### src/rtl/dmux_1to2_stream_dispatch_pkg.sv
// rtl/dmux_1to2_stream_dispatch_pkg.sv - shared constants and round-robin state type for the 1:2 dispatcher
package dmux_pkg;
  localparam logic CH0      = 1'b0;
  localparam logic CH1      = 1'b1;
  localparam logic MODE_RR  = 1'b0;
  localparam logic MODE_SEL = 1'b1;

  typedef enum logic {PTR0 = 1'b0, PTR1 = 1'b1} rr_state_t;
endpackage

### src/rtl/dmux_1to2_stream_dispatch_if.sv
// rtl/dmux_1to2_stream_dispatch_if.sv - input stream, two output streams and status bundled as one interface
interface dmux_1to2_stream_dispatch_if #(
  parameter int WIDTH = 8,
  parameter int CNT_W = 16
);
  logic             mode;
  logic             in_sel;
  logic [WIDTH-1:0] in_data;
  logic             in_valid;
  logic             in_ready;
  logic [WIDTH-1:0] out0_data;
  logic             out0_valid;
  logic             out0_ready;
  logic [WIDTH-1:0] out1_data;
  logic             out1_valid;
  logic             out1_ready;
  logic             rr_ptr;
  logic [CNT_W-1:0] cnt0;
  logic [CNT_W-1:0] cnt1;

  // master: the environment driving the source and the two consumers
  modport master (
    output mode, in_sel, in_data, in_valid, out0_ready, out1_ready,
    input  in_ready, out0_data, out0_valid, out1_data, out1_valid, rr_ptr, cnt0, cnt1
  );

  modport slave (
    input  mode, in_sel, in_data, in_valid, out0_ready, out1_ready,
    output in_ready, out0_data, out0_valid, out1_data, out1_valid, rr_ptr, cnt0, cnt1
  );
endinterface

### src/rtl/dmux_1to2_stream_dispatch_out_slot.sv
// rtl/dmux_1to2_stream_dispatch_out_slot.sv - single-entry output buffer with wrapping delivery counter
module dmux_out_slot #(
  parameter int WIDTH = 8,
  parameter int CNT_W = 16
) (
  input  logic             clk,
  input  logic             rst,
  input  logic             load,
  input  logic [WIDTH-1:0] load_data,
  input  logic             ready,
  output logic [WIDTH-1:0] data,
  output logic             valid,
  output logic [CNT_W-1:0] cnt,
  output logic             free
);
  logic drain;

  assign drain = valid && ready;
  // a draining slot can take a new word on the same edge, giving full throughput
  assign free  = !valid || ready;

  always_ff @(posedge clk) begin
    if (rst) begin
      data  <= '0;
      valid <= 1'b0;
      cnt   <= '0;
    end else begin
      if (drain) begin
        cnt <= cnt + CNT_W'(1);
      end
      if (load) begin
        data  <= load_data;
        valid <= 1'b1;
      end else if (drain) begin
        valid <= 1'b0;
      end
    end
  end
endmodule

### src/rtl/dmux_1to2_stream_dispatch.sv
// rtl/dmux_1to2_stream_dispatch.sv - steers a valid/ready word stream to one of two buffered channels
module dmux_1to2_stream_dispatch
  import dmux_pkg::*;
#(
  parameter int WIDTH = 8,
  parameter int CNT_W = 16
) (
  input  logic                             clk,
  input  logic                             rst,
  dmux_1to2_stream_dispatch_if.slave       bus
);
  rr_state_t state;
  logic      tgt;
  logic      free0;
  logic      free1;
  logic      accept;
  logic      load0;
  logic      load1;

  assign tgt          = (bus.mode == MODE_SEL) ? bus.in_sel : (state == PTR1);
  // the pointed channel must be free; the other channel is never borrowed, keeping order strict
  assign bus.in_ready = !rst && ((tgt == CH0) ? free0 : free1);
  assign accept       = bus.in_valid && bus.in_ready;
  assign load0        = accept && (tgt == CH0);
  assign load1        = accept && (tgt == CH1);
  assign bus.rr_ptr   = (state == PTR1);

  always_ff @(posedge clk) begin
    if (rst) begin
      state <= PTR0;
    end else if (accept && (bus.mode == MODE_RR)) begin
      case (state)
        PTR0:    state <= PTR1;
        default: state <= PTR0;
      endcase
    end
  end

  dmux_out_slot #(.WIDTH(WIDTH), .CNT_W(CNT_W)) u_slot0 (
    .clk       (clk),
    .rst       (rst),
    .load      (load0),
    .load_data (bus.in_data),
    .ready     (bus.out0_ready),
    .data      (bus.out0_data),
    .valid     (bus.out0_valid),
    .cnt       (bus.cnt0),
    .free      (free0)
  );

  dmux_out_slot #(.WIDTH(WIDTH), .CNT_W(CNT_W)) u_slot1 (
    .clk       (clk),
    .rst       (rst),
    .load      (load1),
    .load_data (bus.in_data),
    .ready     (bus.out1_ready),
    .data      (bus.out1_data),
    .valid     (bus.out1_valid),
    .cnt       (bus.cnt1),
    .free      (free1)
  );
endmodule

### src/flat_wrapper.sv
// flat-port wrapper written by rule: the top's interface ports become plain ports
module dmux_1to2_stream_dispatch_flat import dmux_pkg::*;
#(
  parameter int WIDTH = 8,
  parameter int CNT_W = 16
)
  (clk, rst, bus_mode, bus_in_sel, bus_in_data, bus_in_valid, bus_out0_ready, bus_out1_ready, bus_in_ready, bus_out0_data, bus_out0_valid, bus_out1_data, bus_out1_valid, bus_rr_ptr, bus_cnt0, bus_cnt1);
  dmux_1to2_stream_dispatch_if #(.WIDTH(WIDTH), .CNT_W(CNT_W)) bus_i ();
  input  logic clk;
  input  logic rst;
  input wire logic [$bits(bus_i.mode)-1:0] bus_mode;
  input wire logic [$bits(bus_i.in_sel)-1:0] bus_in_sel;
  input wire logic [$bits(bus_i.in_data)-1:0] bus_in_data;
  input wire logic [$bits(bus_i.in_valid)-1:0] bus_in_valid;
  input wire logic [$bits(bus_i.out0_ready)-1:0] bus_out0_ready;
  input wire logic [$bits(bus_i.out1_ready)-1:0] bus_out1_ready;
  output wire logic [$bits(bus_i.in_ready)-1:0] bus_in_ready;
  output wire logic [$bits(bus_i.out0_data)-1:0] bus_out0_data;
  output wire logic [$bits(bus_i.out0_valid)-1:0] bus_out0_valid;
  output wire logic [$bits(bus_i.out1_data)-1:0] bus_out1_data;
  output wire logic [$bits(bus_i.out1_valid)-1:0] bus_out1_valid;
  output wire logic [$bits(bus_i.rr_ptr)-1:0] bus_rr_ptr;
  output wire logic [$bits(bus_i.cnt0)-1:0] bus_cnt0;
  output wire logic [$bits(bus_i.cnt1)-1:0] bus_cnt1;
  assign bus_i.mode = bus_mode;
  assign bus_i.in_sel = bus_in_sel;
  assign bus_i.in_data = bus_in_data;
  assign bus_i.in_valid = bus_in_valid;
  assign bus_i.out0_ready = bus_out0_ready;
  assign bus_i.out1_ready = bus_out1_ready;
  assign bus_in_ready = bus_i.in_ready;
  assign bus_out0_data = bus_i.out0_data;
  assign bus_out0_valid = bus_i.out0_valid;
  assign bus_out1_data = bus_i.out1_data;
  assign bus_out1_valid = bus_i.out1_valid;
  assign bus_rr_ptr = bus_i.rr_ptr;
  assign bus_cnt0 = bus_i.cnt0;
  assign bus_cnt1 = bus_i.cnt1;
  dmux_1to2_stream_dispatch #(.WIDTH(WIDTH), .CNT_W(CNT_W)) u_core (.clk(clk), .rst(rst), .bus(bus_i));
endmodule
### config.mk
export PLATFORM = sky130hd
export DESIGN_NAME = dmux_1to2_stream_dispatch_flat
export DESIGN_NICKNAME = d
export VERILOG_FILES = /design/src/rtl/dmux_1to2_stream_dispatch_pkg.sv /design/src/rtl/dmux_1to2_stream_dispatch_if.sv /design/src/rtl/dmux_1to2_stream_dispatch_out_slot.sv /design/src/rtl/dmux_1to2_stream_dispatch.sv /design/src/flat_wrapper.sv
export SDC_FILE = /design/constraint.sdc
export NUM_CORES = 1
export LEC_CHECK = 0
export ABC_AREA = 1
export CAP_MARGIN = 20
export CORE_UTILIZATION = 43
export CTS_CLUSTER_DIAMETER = 50
export DETAILED_ROUTE_END_ITERATION = 7
export GPL_TIMING_DRIVEN = 0
export PLACE_DENSITY = 0.8
export REMOVE_ABC_BUFFERS = 1
export SLEW_MARGIN = 20
export SYNTH_ARGS = -nofsm -noshare
export SYNTH_HDL_FRONTEND = slang
export SYNTH_SLANG_ARGS = --single-unit
### constraint.sdc
create_clock -name clk -period 1.1 [get_ports clk]
set_input_delay 0.22 -clock clk [delete_from_list [all_inputs] [get_ports clk]]
set_output_delay 0.22 -clock clk [all_outputs]
set_load 0.02 [all_outputs]
==> results of run 1 <==
==> state kept, by name, summed over array words and instances (netlist names) <==
| register | flops |
|---|---|
| u_core.bus.rr_ptr | 1 |
| u_core.u_slot0.cnt | 16 |
| u_core.u_slot0.data | 8 |
| u_core.u_slot0.valid | 1 |
| u_core.u_slot1.cnt | 16 |
| u_core.u_slot1.data | 8 |
| u_core.u_slot1.valid | 1 |
==> power groups by stage <==
stage                     registers [mW]  logic (mW)  clock network (mW)
final                               1.88       0.473                1.19
after global routing                1.89       0.513                1.28
after CTS                           1.90       0.423                1.21
after detailed placement            1.95       0.395                   0
after global placement              1.95       0.387                   0
after floorplan                     1.99       0.164                   0
==> Yosys cell counts, drive strengths merged <==
master | instances | share of area
and3 | 1 | 0.0026
o21bai | 1 | 0.0031
nor2 | 79 | 0.15
a21oi | 22 | 0.047
nor3 | 8 | 0.018
clkinv | 1 | 0.0021
buf | 6 | 0.015
xor2 | 3 | 0.011
nand4 | 15 | 0.053
dfxtp | 51 | 0.42
inv | 51 | 0.079
nor3b | 2 | 0.0082
o21ai | 19 | 0.041
ha | 2 | 0.010
nand3 | 11 | 0.023
nand2 | 61 | 0.11
a31oi | 2 | 0.0051
clkbuf | 1 | 0.0015
nor4 | 1 | 0.0026
==> cell families (layout without fill, tap and decap cells) <==
logic type / Yosys count / after routing / synth area share
flops: 51 / 51 / 0.419
xor+xnor: 3 / 3 / 0.0108
simple gates: 178 / 179 / 0.367
fa+ha+maj: 2 / 2 / 0.0103
compound gates: 44 / 44 / 0.0956
buf+inv: 59 / 156 / 0.0971
==> routing by layer <==
metal	global-route usage	wire, um	share of wire	vias up
met1	0.251	2790	0.40	1206
li1	-	-	-	1267
met2	0.392	3720	0.54	73
met5	0	0	0	-
met3	0.0357	269	0.039	15
met4	0.0717	128	0.019	0
==> layout make-up <==
cell class | count | share of cell area
clock buffer | 8 | 0.0271
tap | 72 | 0.0244
inverter | 52 | 0.0590
timing repair buffer | 96 | 0.198
multi-input combinational | 228 | 0.397
sequential | 51 | 0.294
==> timing repair <==
action	CTS	global route
gates cloned	1	1
endpoints found under the hold margin	0	0
buffers inserted	18	14
setup endpoints to repair	103	67
resized for setup	293	80
hold buffers	0	0
pin swaps	16	37
==> cells in the final DEF (no fill, tap or decap), types with 4 or more instances in the layout <==
cell type                         instances
sky130_fd_sc_hd__nor2_1                  60
sky130_fd_sc_hd__buf_6                   22
sky130_fd_sc_hd__nand2_2                  9
sky130_fd_sc_hd__inv_2                    4
sky130_fd_sc_hd__nand3_1                  6
sky130_fd_sc_hd__dfxtp_1                 25
sky130_fd_sc_hd__o21ai_1                 10
sky130_fd_sc_hd__nor2_2                   9
sky130_fd_sc_hd__dlygate4sd2_1            5
sky130_fd_sc_hd__nand4_4                  4
sky130_fd_sc_hd__dfxtp_2                 13
sky130_fd_sc_hd__nand2_4                  9
sky130_fd_sc_hd__o21ai_0                  7
sky130_fd_sc_hd__clkdlybuf4s50_1          8
sky130_fd_sc_hd__inv_4                    4
sky130_fd_sc_hd__nand2_1                 42
sky130_fd_sc_hd__buf_4                   22
sky130_fd_sc_hd__nor2_4                   8
sky130_fd_sc_hd__dfxtp_4                 13
sky130_fd_sc_hd__a21oi_1                 17
sky130_fd_sc_hd__nand4_1                 12
sky130_fd_sc_hd__inv_1                   43
sky130_fd_sc_hd__nand3_2                  4
sky130_fd_sc_hd__buf_2                   39
sky130_fd_sc_hd__clkbuf_8                 7
sky130_fd_sc_hd__a21oi_2                  5
==> worst max-delay path by stage <==
stage	start	end
6_report	u_core.u_slot1.valid	bus_in_ready
3_3_place_gp	rst	bus_in_ready
3_5_place_dp	rst	bus_in_ready
5_1_grt	u_core.u_slot1.cnt[0]	u_core.u_slot1.cnt[12]
4_1_cts	u_core.u_slot0.valid	bus_in_ready
2_1_floorplan	u_core.u_slot0.cnt[0]	u_core.u_slot0.cnt[12]
==> results.md, run 1 <==
- The flow ran to the end, but the final reports show violations.
- The checks that failed: negative setup slack.
- Compared with the post-synthesis result, the final layout area differs by 51.5%.
- The synthesis warning total is 0.
- Across every metal layer, demand over resource in global routing totals 0.215.
- The worst hold path begins at rst.
- The data arrival time of the critical path is 1.17 ns.
- The worst hold path cell count is 2.
- After the last flow step, the layout net total stands at 451.
- Headroom to the max-slew limit came out at 0.602.
- In this run the worst hold path is classified as in -> reg.
- The largest fanout on the critical path is 3.
- The count of vias placed by the detailed router is 2561.
- In this run the critical register-to-register path is launched from u_core.u_slot1.cnt[0].
- The kind of capture point of the worst setup path is an output pin.
- The worst-case hold path end point is u_core.u_slot0.valid.
- Clock tree synthesis inserted a total of 5 buffers.
- The post-route DRC violation count is 0.
- The die covers 5970 um2.
- The starting utilization of the core area is 0.445.
- The max-slew violation total from the final report is 0.
- After synthesis the cells add up to 2430 um2.
- The share of the Yosys chip area taken by registers is 0.419.
- Measured along the y axis, the die boundary spans 77.3 um.
- Across all register-to-register paths, the minimum setup slack is -0.29 ns.
- The worst-case clock skew is 0.00649 ns.
- The net switching power of the design is 917 uW.
- The final design instance area without fill is 3690 um2.
- In the final layout, the share of cells above drive strength 1 is 0.437.
- Hold is met by 0.283 ns.
- The total design power is 3.54 mW.
- After floorplanning, the core was sized to cover 5470 um2.
- The first detailed-routing pass took 4 iterations.
- Dividing the detail-routed via count by the number of cells gives 5.05.
- The number of buffer and inverter instances along the worst setup path is 3.
- Setup repair after global routing could not meet its margin everywhere.
- The number of setup violations in the final report is 49.
- In this run, synthesis produced a sequential element count of 51.
- The clock slew seen by the registers of the worst setup and hold paths is 0.09 ns.
- After legalization and detailed placement, the total HPWL measured 3950 um.
- In this run the clock root is driven by a sky130_fd_sc_hd__clkbuf_8.
- The sequential power share is 0.532.
- Global routing finished with a remaining overflow of 0.
- The cell leakage power is 1.75 nW.
- Once placement completed, the tool counted placed cells totaling 468.
- Once routing completed, OpenROAD measured the worst setup slack at -0.294 ns.
- The share of total power dissipated in the clock network is 0.335.
- The part of the cycle the worst path needs is 1.27.
- Traced cell by cell, the critical path runs through inv_2, nor2_4, nand2_4, inv_4, nor2_8, buf_6.
- The share of total power dissipated in combinational logic is 0.134.
- Entering global routing, the biggest net connects 37 pins.
- TritonCTS built the clock tree.
- The number of endpoints with negative hold slack in the final report is 0.
- At the pin with the least slew margin, the transition time is 0.598 ns.
- The net switching fraction of the power is 0.259.
- The number of antenna diodes is 0.
- From left edge to right edge, the die measures 77.3 um.
- The achievable clock frequency is 0.717 GHz.
- The average wire per cell in the routed design is 13.6 um.
- The clock insertion delay at the later pin of the skew report is 0.30 ns.
- The wire length of the first global-routing pass is 10500 um.
- The floorplan row count is 27.
- In the final layout, the multi-input gates occupy 1460 um2.
- The post-synthesis area per instance is 7.23 um2.
- 67 I/O pins were placed.
- The placed instances occupy a cell area of 3150 um2.
- Wires add up to 6910 um.
- The iteration-0 DRC count of the detailed router is 55.
- The deepest level of the CTS H-tree is 2.
- Once layout is complete, the utilization of the core stands at 0.674.
- Cell internal power was estimated by the tool at 2.62 mW.
- The setup TNS after final layout is -8.20 ns.
- The sequential cell area is 1090 um2.
- The reg-to-reg critical path endpoint is u_core.u_slot1.cnt[11].
- The critical path depth in cells is 6.
- The number of antenna violations at the first check in global routing was 0.
- STA classifies the critical path startpoint as a flip-flop.
- The number of cells on the worst reg-to-reg path is 9.
- The count of nets left with antenna violations after detail routing is 0.
- The worst setup path is of the reg -> out kind.
- The cell count after synthesis came out at 337.
- The clock sink total is 51.
- The via count of the first global-routing pass is 2375.
- Grouping stages by cell kind, the critical path spends the most delay in flip-flops.
- Across the VDD grid, the largest voltage drop is 0.693 mV.
- The count of cells in the finished layout, fillers not included, comes to 507.
- The endpoint required time on the critical path is 0.88 ns.
- The distinct cell type count of the synthesized netlist is 35.
- Max-cap violations in this run came to 0.
- The worst-case clock buffer depth is 2.
- The number of fill cells in the layout is 487.
- Input and output buffers added on the ports amount to 66.
- The worst stage delay on the critical path is 0.38 ns.
- The routability congestion estimate is 0.779.
- The time the final worst path needs with I/O delays and setup is 1.39 ns.
- In this run the power density over the cells is 960 nW/um2.
- On the critical path, the stage with the largest delay is an instance of sky130_fd_sc_hd__dfxtp_4.
- The pre-CTS setup slack is -2.00 ns.
No activity file was read; power rests on OpenSTA's default activity.
==> run 2, diff against run 1 <==
- ABC_AREA: 1 -> 0
- CORE_UTILIZATION: 43 -> 42
==> run 2 against run 1 <==
The run still ends with negative setup slack left. Synthesized cell count down 29%. Die area down 7.9%. Utilization up 8.9 points. Sequential cell count unchanged. Global-route usage down 0.48 points. Clock power up 15%. Final cell count down 16%. Critical path type is now reg -> reg. Highest routed layer unchanged.
==> results.md, run 2 <==
- The flow ran to the end, but the final reports show violations.
- The checks that failed: negative setup slack.
- The clock slew seen by the registers of the worst setup and hold paths is 0.10 ns.
- The clock sink total is 51.
- In this run, CTS created clock tree buffers numbering 5.
- The via count of the first global-routing pass is 2017.
- The pin count of the biggest net entering global routing is 34.
- Of the total synthesized cell area, the portion taken by XOR and XNOR cells is 0.0841.
- The area growth from synthesis to layout is 70.3%.
- The part of the cycle the worst path needs is 1.41.
- In the routed layout, each cell is associated on average with a via count of 5.30.
- The share of power burned in the clock network is 0.378.
- The pre-CTS setup slack is -1.29 ns.
- The later pin in the worst-skew pair is clocked with a latency of 0.31 ns.
- For this design the static power due to leakage is 1.66 nW.
- The slew at the pin closest to its max-slew limit is 0.366 ns.
- For flop-to-flop paths, the worst setup slack is -0.45 ns.
- In the final layout, flip-flops and latches occupy 1110 um2.
- The die is 74.1 um wide.
- The TritonCTS clock tree is built.
- The net switching power of the design is 866 uW.
- The maximum VDD drop is 0.903 mV.
- The share of total power dissipated in sequential elements is 0.513.
- The worst stage delay on the critical path is 0.56 ns.
- For this run, global-route usage on met1 was measured as 0.235.
- At the worst endpoint, the arrival time is 1.80 ns.
- After the first detailed-routing iteration, the DRC count stood at 68.
- In this run the critical register-to-register path is captured at u_core.u_slot1.cnt[13].
- The count of nets left with antenna violations after detail routing is 0.
- The proportion of power drawn by combinational gates is 0.109.
- The mux contribution to synthesized area is 0.0830.
- The final core area utilization is 0.763.
- Of the synthesized area, sequential elements account for 0.467.
- In the final layout, the multi-input gates occupy 1370 um2.
- The worst-case clock buffer depth is 2.
- The die boundary height is 74.1 um.
- The most numerous cell in the Yosys netlist is sky130_fd_sc_hd__dfxtp_1.
- The number of top-level pins is 67.
- The post-synth design cell area is 2190 um2.
- The compound-cell area share of the yosys netlist is 0.0607.
- In the final routed layout, each cell accounts on average for 16.4 um.
- The min-delay analysis places its worst path in the category in -> reg.
- STA classifies the critical path endpoint as a flip-flop.
- The number of port buffers is 66.
- After global routing the overflow that remains totals 0.
- In this run the worst path has a maximum fanout of 4.
- In this run the power density over the cells is 975 nW/um2.
- The critical path's top delay family is simple AND/OR/NAND/NOR gates.
- met2 is the most crowded layer.
- The number of endpoints with negative hold slack in the final report is 0.
- Averaged over all synthesized cells, the footprint is 9.15 um2.
- The starting utilization of the core area is 0.448.
- The post-route DRC violation count is 0.
- The global-route track usage on met3 is 0.0528.
- In the final layout, the share of cells above drive strength 1 is 0.522.
- The filler cells instantiated in the layout total 331.
- The share of synthesized registers carrying an async set or reset is 0.
- The number of nets in the final layout is 376.
- Summing over every cut layer, the via total after detailed routing is 2270.
- After routing, the total negative slack on setup checks comes to -11.41 ns.
- The routability congestion estimate is 0.761.
- The area share of the leading cell type in the synthesized netlist is 0.467.
- Yosys mapped a number of flops with a built-in enable equal to 0.
- The first global-routing pass estimated 8860 um of wire.
- The worst hold path was traced through 2 stages.
- The root buffer cell is sky130_fd_sc_hd__clkbuf_8.
- The achievable clock frequency is 0.644 GHz.
- Power comes to 3.63 mW.
- The core region is 4880 um2.
- The cell at the slowest stage of the critical path is sky130_fd_sc_hd__or4_4.
- After layout, the worst setup slack is -0.452 ns.
- For the worst flop-to-flop path, the logic depth is 4.
- The worst register-to-register path begins at u_core.u_slot1.cnt[9].
- The routing usage on met2 is 0.371.
- Across every metal layer, demand over resource in global routing totals 0.210.
- In the synthesized netlist, the cells that appear most often are 51 x sky130_fd_sc_hd__dfxtp_1, 42 x sky130_fd_sc_hd__nor2_1, 17 x sky130_fd_sc_hd__mux2i_1, 14 x sky130_fd_sc_hd__nand2_1, 12 x sky130_fd_sc_hd__a21oi_1.
- Leaving out fill and tap cells, the most frequent cell in the layout is sky130_fd_sc_hd__nor2_1.
- The number of setup violations in the final report is 58.
- The overall routed net length is 7030 um.
- The startpoint identified for the worst hold timing path is rst.
- In this run, synthesis produced a sequential element count of 51.
- Of the total power, the share spent switching nets is 0.239.
- The number of standard cells after synthesis is 239.
- The number of buffer and inverter instances along the worst setup path is 0.
- The number of antenna violations at the first check in global routing was 0.
- Of the total synthesized cell area, the portion taken by full adders, half adders and majority gates is 0.0114.
- The floorplan has 25 rows.
- Buffers inserted to repair hold after CTS numbered 0.
- The die covers 5500 um2.
- The clock arrives with 0.0144 ns of skew.
- The placed wire-length estimate is 3420 um.
- The worst setup path is launched from a flip-flop.
- The headroom to the max-slew limit is 0.756.
- Of the total synthesized cell area, the portion taken by AND, OR, NAND and NOR gates is 0.259.
- For the worst setup path, the data required time is 1.35 ns.
- In the post-synthesis netlist, the biggest area contributors are sky130_fd_sc_hd__dfxtp_1 47%, sky130_fd_sc_hd__mux2i_1 7.8%, sky130_fd_sc_hd__nor2_1 7.2%.
- Setup repair after global routing could not meet its margin everywhere.
- The most used flip-flop cell after synthesis is sky130_fd_sc_hd__dfxtp_1.
- The top cell type by total area after synthesis is sky130_fd_sc_hd__dfxtp_1.
- In this run the number of H-tree levels came out at 2.
- The largest registers in the layout are u_core.u_slot0.cnt (16), u_core.u_slot1.cnt (16).
- The time the final worst path needs with I/O delays and setup is 1.55 ns.
- Leaving out fill and tap cells, the most frequent cells in the layout are 41 x sky130_fd_sc_hd__nor2_1, 36 x sky130_fd_sc_hd__buf_4, 36 x sky130_fd_sc_hd__buf_6, 32 x sky130_fd_sc_hd__buf_2, 22 x sky130_fd_sc_hd__dfxtp_4.
- The max capacitance violation total is 0.
- The worst-case hold path end point is u_core.u_slot1.data[2].
- The type of the worst setup path is reg -> reg.
- By area, the combinational part of the netlist is dominated by simple AND/OR/NAND/NOR gates.
- The pre-antenna-repair detailed-routing pass consisted of 4 iterations.
- The max-slew violation total from the final report was 0.
- Internal power comes to 2.76 mW.
- Walking the worst path, the cells encountered are nand4_1, or4_4, or3_1, a21oi_2.
- During synthesis, Yosys emitted a total of 0 warnings.
- After synthesis, the netlist uses 35 different library cells.
==> run 2: metal layers <==
metal | routed length, um | vias up
met5 | 0 | -
met4 | 175 | 0
met3 | 333 | 15
met2 | 3840 | 82
met1 | 2680 | 1097
li1 | - | 1076
==> run 2: cell type report <==
class | instances | area share
clock inverter | 2 | 0.00941
clock buffer | 6 | 0.0222
inverter | 8 | 0.00806
multi-input combinational | 173 | 0.367
tap | 67 | 0.0225
timing repair buffer | 120 | 0.271
antenna | 1 | 0.000672
sequential | 51 | 0.299
==> run 2: logic make-up after synthesis <==
group | count (synthesis)
AOI/OAI and AO/OA | 23
xor gates and xnor gates | 21
adders and majority gates | 2
buffers and inverters | 15
DFF | 51
muxes | 18
and+or+nand+nor | 109
==> run 2: power by group through the flow <==
stage               Sequential, mW  Combinational [mW]  Clock (mW)
global placement              1.95               0.310           0
floorplan                     1.99              0.0931           0
global route                  1.87               0.420        1.46
CTS                           1.88               0.367        1.37
detailed placement            1.95               0.318           0
finish                        1.86               0.396        1.37
==> run 2: per-stage QoR <==
stage,cell area [um2],instances,hold WS [ns]
3_3_place_gp,2880,365,0.468
3_5_place_dp,2900,366,0.482
4_1_cts,3330,399,0.248
6_report,3720,428,0.262
2_1_floorplan,2140,232,0.289
5_1_grt,3720,427,0.279
==> run 2: how the worst max path moves through the flow <==
stage	from	to	slack, ns	depth (start not counted)
floorplan	u_core.u_slot1.cnt[4]	u_core.u_slot1.cnt[15]	-0.72	4
global placement	rst	u_core.u_slot1.data[4]	-2.21	4
detailed placement	bus_mode	bus_in_ready	-1.29	5
CTS	u_core.u_slot1.cnt[8]	u_core.u_slot1.cnt[13]	-0.48	4
global route	u_core.u_slot1.cnt[9]	u_core.u_slot1.cnt[13]	-0.48	4
finish	u_core.u_slot1.cnt[9]	u_core.u_slot1.cnt[13]	-0.45	4
==> run 2: what timing repair did <==
item | in CTS | in global routing
setup buffers | 25 | 32
gates resized for setup | 319 | 61
hold endpoints to repair | 0 | 0
pin swaps | 35 | 26
endpoints found under the setup margin | 97 | 68
==> run 3, diff against run 2 <==
==> constraint.sdc (replaced) <==
create_clock -name clk -period 1.1 [get_ports clk]
set_input_delay 0.33 -clock clk [delete_from_list [all_inputs] [get_ports clk]]
set_output_delay 0.33 -clock clk [all_outputs]
set_load 0.02 [all_outputs]
==> run 3 against run 2 <==
The flow still finishes with violations (negative setup slack). Utilization is 11 points higher. Count of clock-buffer cells in the layout is the same. Fmax fell by 6.5%. Critical endpoint unchanged. Routed wire length up 24%. Via count up 10%. Total power up 1.9%.
==> results.md, run 3 (same netlist as run 2, synthesis figures left out) <==
- The net switching fraction of the power is 0.247.
- The pre-CTS setup slack is -1.51 ns.
- The cell sitting at the root of the clock tree is a sky130_fd_sc_hd__clkbuf_8.
- The most used routing layer is met2.
- The maximum VDD drop is 0.968 mV.
- For this run, the detailed router's first-pass iteration total came to 4.
- In this run the most critical hold path is launched from rst.
- For this design the top-level I/O count stands at 67.
- The setup slack of the critical path after layout is -0.561 ns.
- The post-route DRC violation count is 0.
- In this design, the stage delay of the slowest critical-path cell is 0.56 ns.
- For this run, global-route usage on met2 was measured as 0.460.
- Along the worst path, the maximum fanout reaches 6.
- The depth of the worst register-to-register path is 5.
- The clock sink total is 51.
- The TritonCTS clock tree is built.
- The share of total power dissipated in sequential elements is 0.503.
- Buffers inserted during clock tree synthesis total 5.
- The power density normalized to cell area is 867 nW/um2.
- The final core area utilization is 0.874.
- For this block, the initial DRC count from the detailed router was 168.
- In the final routed layout, each cell accounts on average for 19.4 um.
- The number of antenna violations at the first check in global routing is 0.
- From left edge to right edge, the die measures 74.1 um.
- The number of port buffers is 66.
- The region available for standard cell placement spans 4880 um2.
- In the final timing run, aggregate negative setup slack is -18.20 ns.
- For hold timing, the worst endpoint is u_core.u_slot1.data[2].
- The number of setup violations in the final report is 87.
- The die boundary height is 74.1 um.
- At the end of the flow, the number of nets in the layout was 400.
- Leaving out fill and tap cells, the most frequent cell in the layout is sky130_fd_sc_hd__buf_6.
- The detail route stage leaves a number of antenna-violating nets equal to 0.
- The clock reaches the later pin of the worst-skew pair after 0.31 ns.
- The part of the cycle the worst path needs is 1.51.
- The total overflow left after global routing is 0.
- The total track usage is 0.259.
- At the worst endpoint, the required time is 1.30 ns.
- The wire length of the first global-routing pass is 10700 um.
- The finished cells cover 4270 um2.
- The net switching power of the design is 913 uW.
- The sort of element at the start of the critical path is a flip-flop.
- The headroom to the max-slew limit is 0.787.
- The flow ran to the end, but the final reports show violations.
- The worst-case clock buffer depth is 2.
- Counting instances, the worst hold path has a depth of 2.
- The tool flagged a number of max-cap violations equal to 0.
- The critical path in this run is classified as reg -> reg.
- The source of the critical timing path is u_core.u_slot1.cnt[0].
- The final reports fail on negative setup slack.
- The starting utilization of the core area is 0.448.
- The average via count per standard cell is 5.56.
- The routed layout has 2507 vias.
- At the end of routability-driven placement, the weighted congestion stood at 0.761.
- The cell at the slowest stage of the critical path is sky130_fd_sc_hd__or4_4.
- The area after detailed placement is 2900 um2.
- The proportion of layout cells with a drive suffix above 1 is 0.638.
- The smallest hold slack is 0.379 ns.
- The via count of the first global-routing pass came to 2217.
- The number of antenna diodes in the final layout is 0.
- Setup repair after global routing could not meet its margin everywhere.
- In the global route stage, met1 resource usage came out at 0.296.
- The worst-case clock skew is 0.00791 ns.
- The smallest clock period supported by the final layout is computed as 1.66 ns.
- Traced cell by cell, the critical path runs through nand2_2, or4_4, buf_4, o21ai_1, a21oi_2.
- The largest registers in the layout are u_core.u_slot0.cnt (16), u_core.u_slot1.cnt (16).
- For the pin with the worst max-slew slack, the measured transition is 0.319 ns.
- Together, buffers and inverters on the worst path number 1.
- After clock tree synthesis, the clock-pin slew on the worst setup and hold paths is 0.10 ns.
- The max-slew violation total from the final report is 0.
- Compared with the post-synthesis result, the final layout area differs by 95.2%.
- In this run the register-to-register setup slack is -0.56 ns.
- The data arrival time of the critical path is 1.86 ns.
- In this run the core area contains 25 standard-cell rows.
- The internal power of the cells totals 2.79 mW.
- In the layout the commonest cells are 88 x sky130_fd_sc_hd__buf_6, 41 x sky130_fd_sc_hd__buf_4, 40 x sky130_fd_sc_hd__nor2_1, 27 x sky130_fd_sc_hd__dfxtp_4, 24 x sky130_fd_sc_hd__dfxtp_2.
- Among cell families on the critical path, the largest total delay comes from simple AND/OR/NAND/NOR gates.
- The placed wire-length estimate is 3420 um.
- The share of power burned in the clock network is 0.378.
- The type of the tightest min-delay check is in -> reg.
- The worst reg2reg path startpoint is u_core.u_slot1.cnt[0].
- Entering global routing, the biggest net connects 34 pins.
- The die covers 5500 um2.
- The worst setup path is captured at a flip-flop.
- In this run the critical register-to-register path is captured at u_core.u_slot1.cnt[13].
- The cell leakage power is 1.88 nW.
- For met3 alone, demand over resource in global routing was 0.0623.
- CTS built an H-tree with a depth of 2.
- Of the total power, combinational logic draws 0.119.
- The final layout contains routed wiring with a total length of 8740 um.
- For this run, the top clock speed supported by timing is 0.602 GHz.
- The number of endpoints with negative hold slack in the final report is 0.
- After clock tree synthesis, the flow added hold-fix buffers numbering 0.
run 3: changes by cell type in the layout (fill, tap and decap cells not counted), moves of 5 or more:
cell	delta
sky130_fd_sc_hd__buf_2	-31
sky130_fd_sc_hd__buf_4	+5
sky130_fd_sc_hd__buf_6	+52
sky130_fd_sc_hd__dfxtp_1	-21
sky130_fd_sc_hd__dfxtp_2	+16
sky130_fd_sc_hd__dfxtp_4	+5
run 3: how the worst max path moves through the flow:
stage / slack, ns / to / depth (start not counted)
after detailed placement: -1.51 / bus_in_ready / 5
after floorplan: -0.72 / u_core.u_slot1.cnt[15] / 4
after global placement: -2.32 / u_core.u_slot1.data[4] / 4
after CTS: -0.47 / bus_in_ready / 4
after global routing: -0.60 / bus_in_ready / 5
final: -0.56 / u_core.u_slot1.cnt[13] / 5
run 3: area by class of cell:
cell class,count,area (um2)
clock inverters,2,35.0
fillers,220,613
well taps,67,83.8
flip-flops and latches,51,1150
clock buffers,6,82.6
multi-input cells,173,1430
repair buffers,144,1460
inverters,8,30.0
run 3: worst reg2reg max path, delay by kind of cell, from the launching register on:
kind | cells | cell delay, ns
AO/OA/AOI/OAI | 2 | 0.27
buffers and inverters | 1 | 0.17
AND/OR/NAND/NOR | 2 | 0.71
flip-flops | 1 | 0.39
run 3: stage by stage:
stage                     total power, mW  instances
after floorplan                      2.08        232
final                                3.70        451
after detailed placement             2.27        366
after global placement               2.26        365
after global routing                 3.82        451
after CTS                            3.65        423
run 3: power groups by stage:
stage	Sequential (mW)	Clock [mW]	Combinational (mW)
6_report	1.86	1.40	0.439
5_1_grt	1.87	1.49	0.466
4_1_cts	1.87	1.37	0.408
3_5_place_dp	1.95	0	0.318
3_3_place_gp	1.95	0	0.310
2_1_floorplan	1.99	0	0.0931
run 3: routing by layer:
layer  wire length [um]  vias up  share of wire
met4                426        0          0.049
met5                  0        -              0
met3                513       44          0.059
met2               4430      114           0.51
met1               3380     1221           0.39
li1                   -     1128              -
run 3: timing repair:
action,4_1_cts,5_1_grt
endpoints found under the setup margin,98,96
gates resized for setup,453,65
buffers inserted,49,37
pin swaps,34,37
gates cloned,0,0
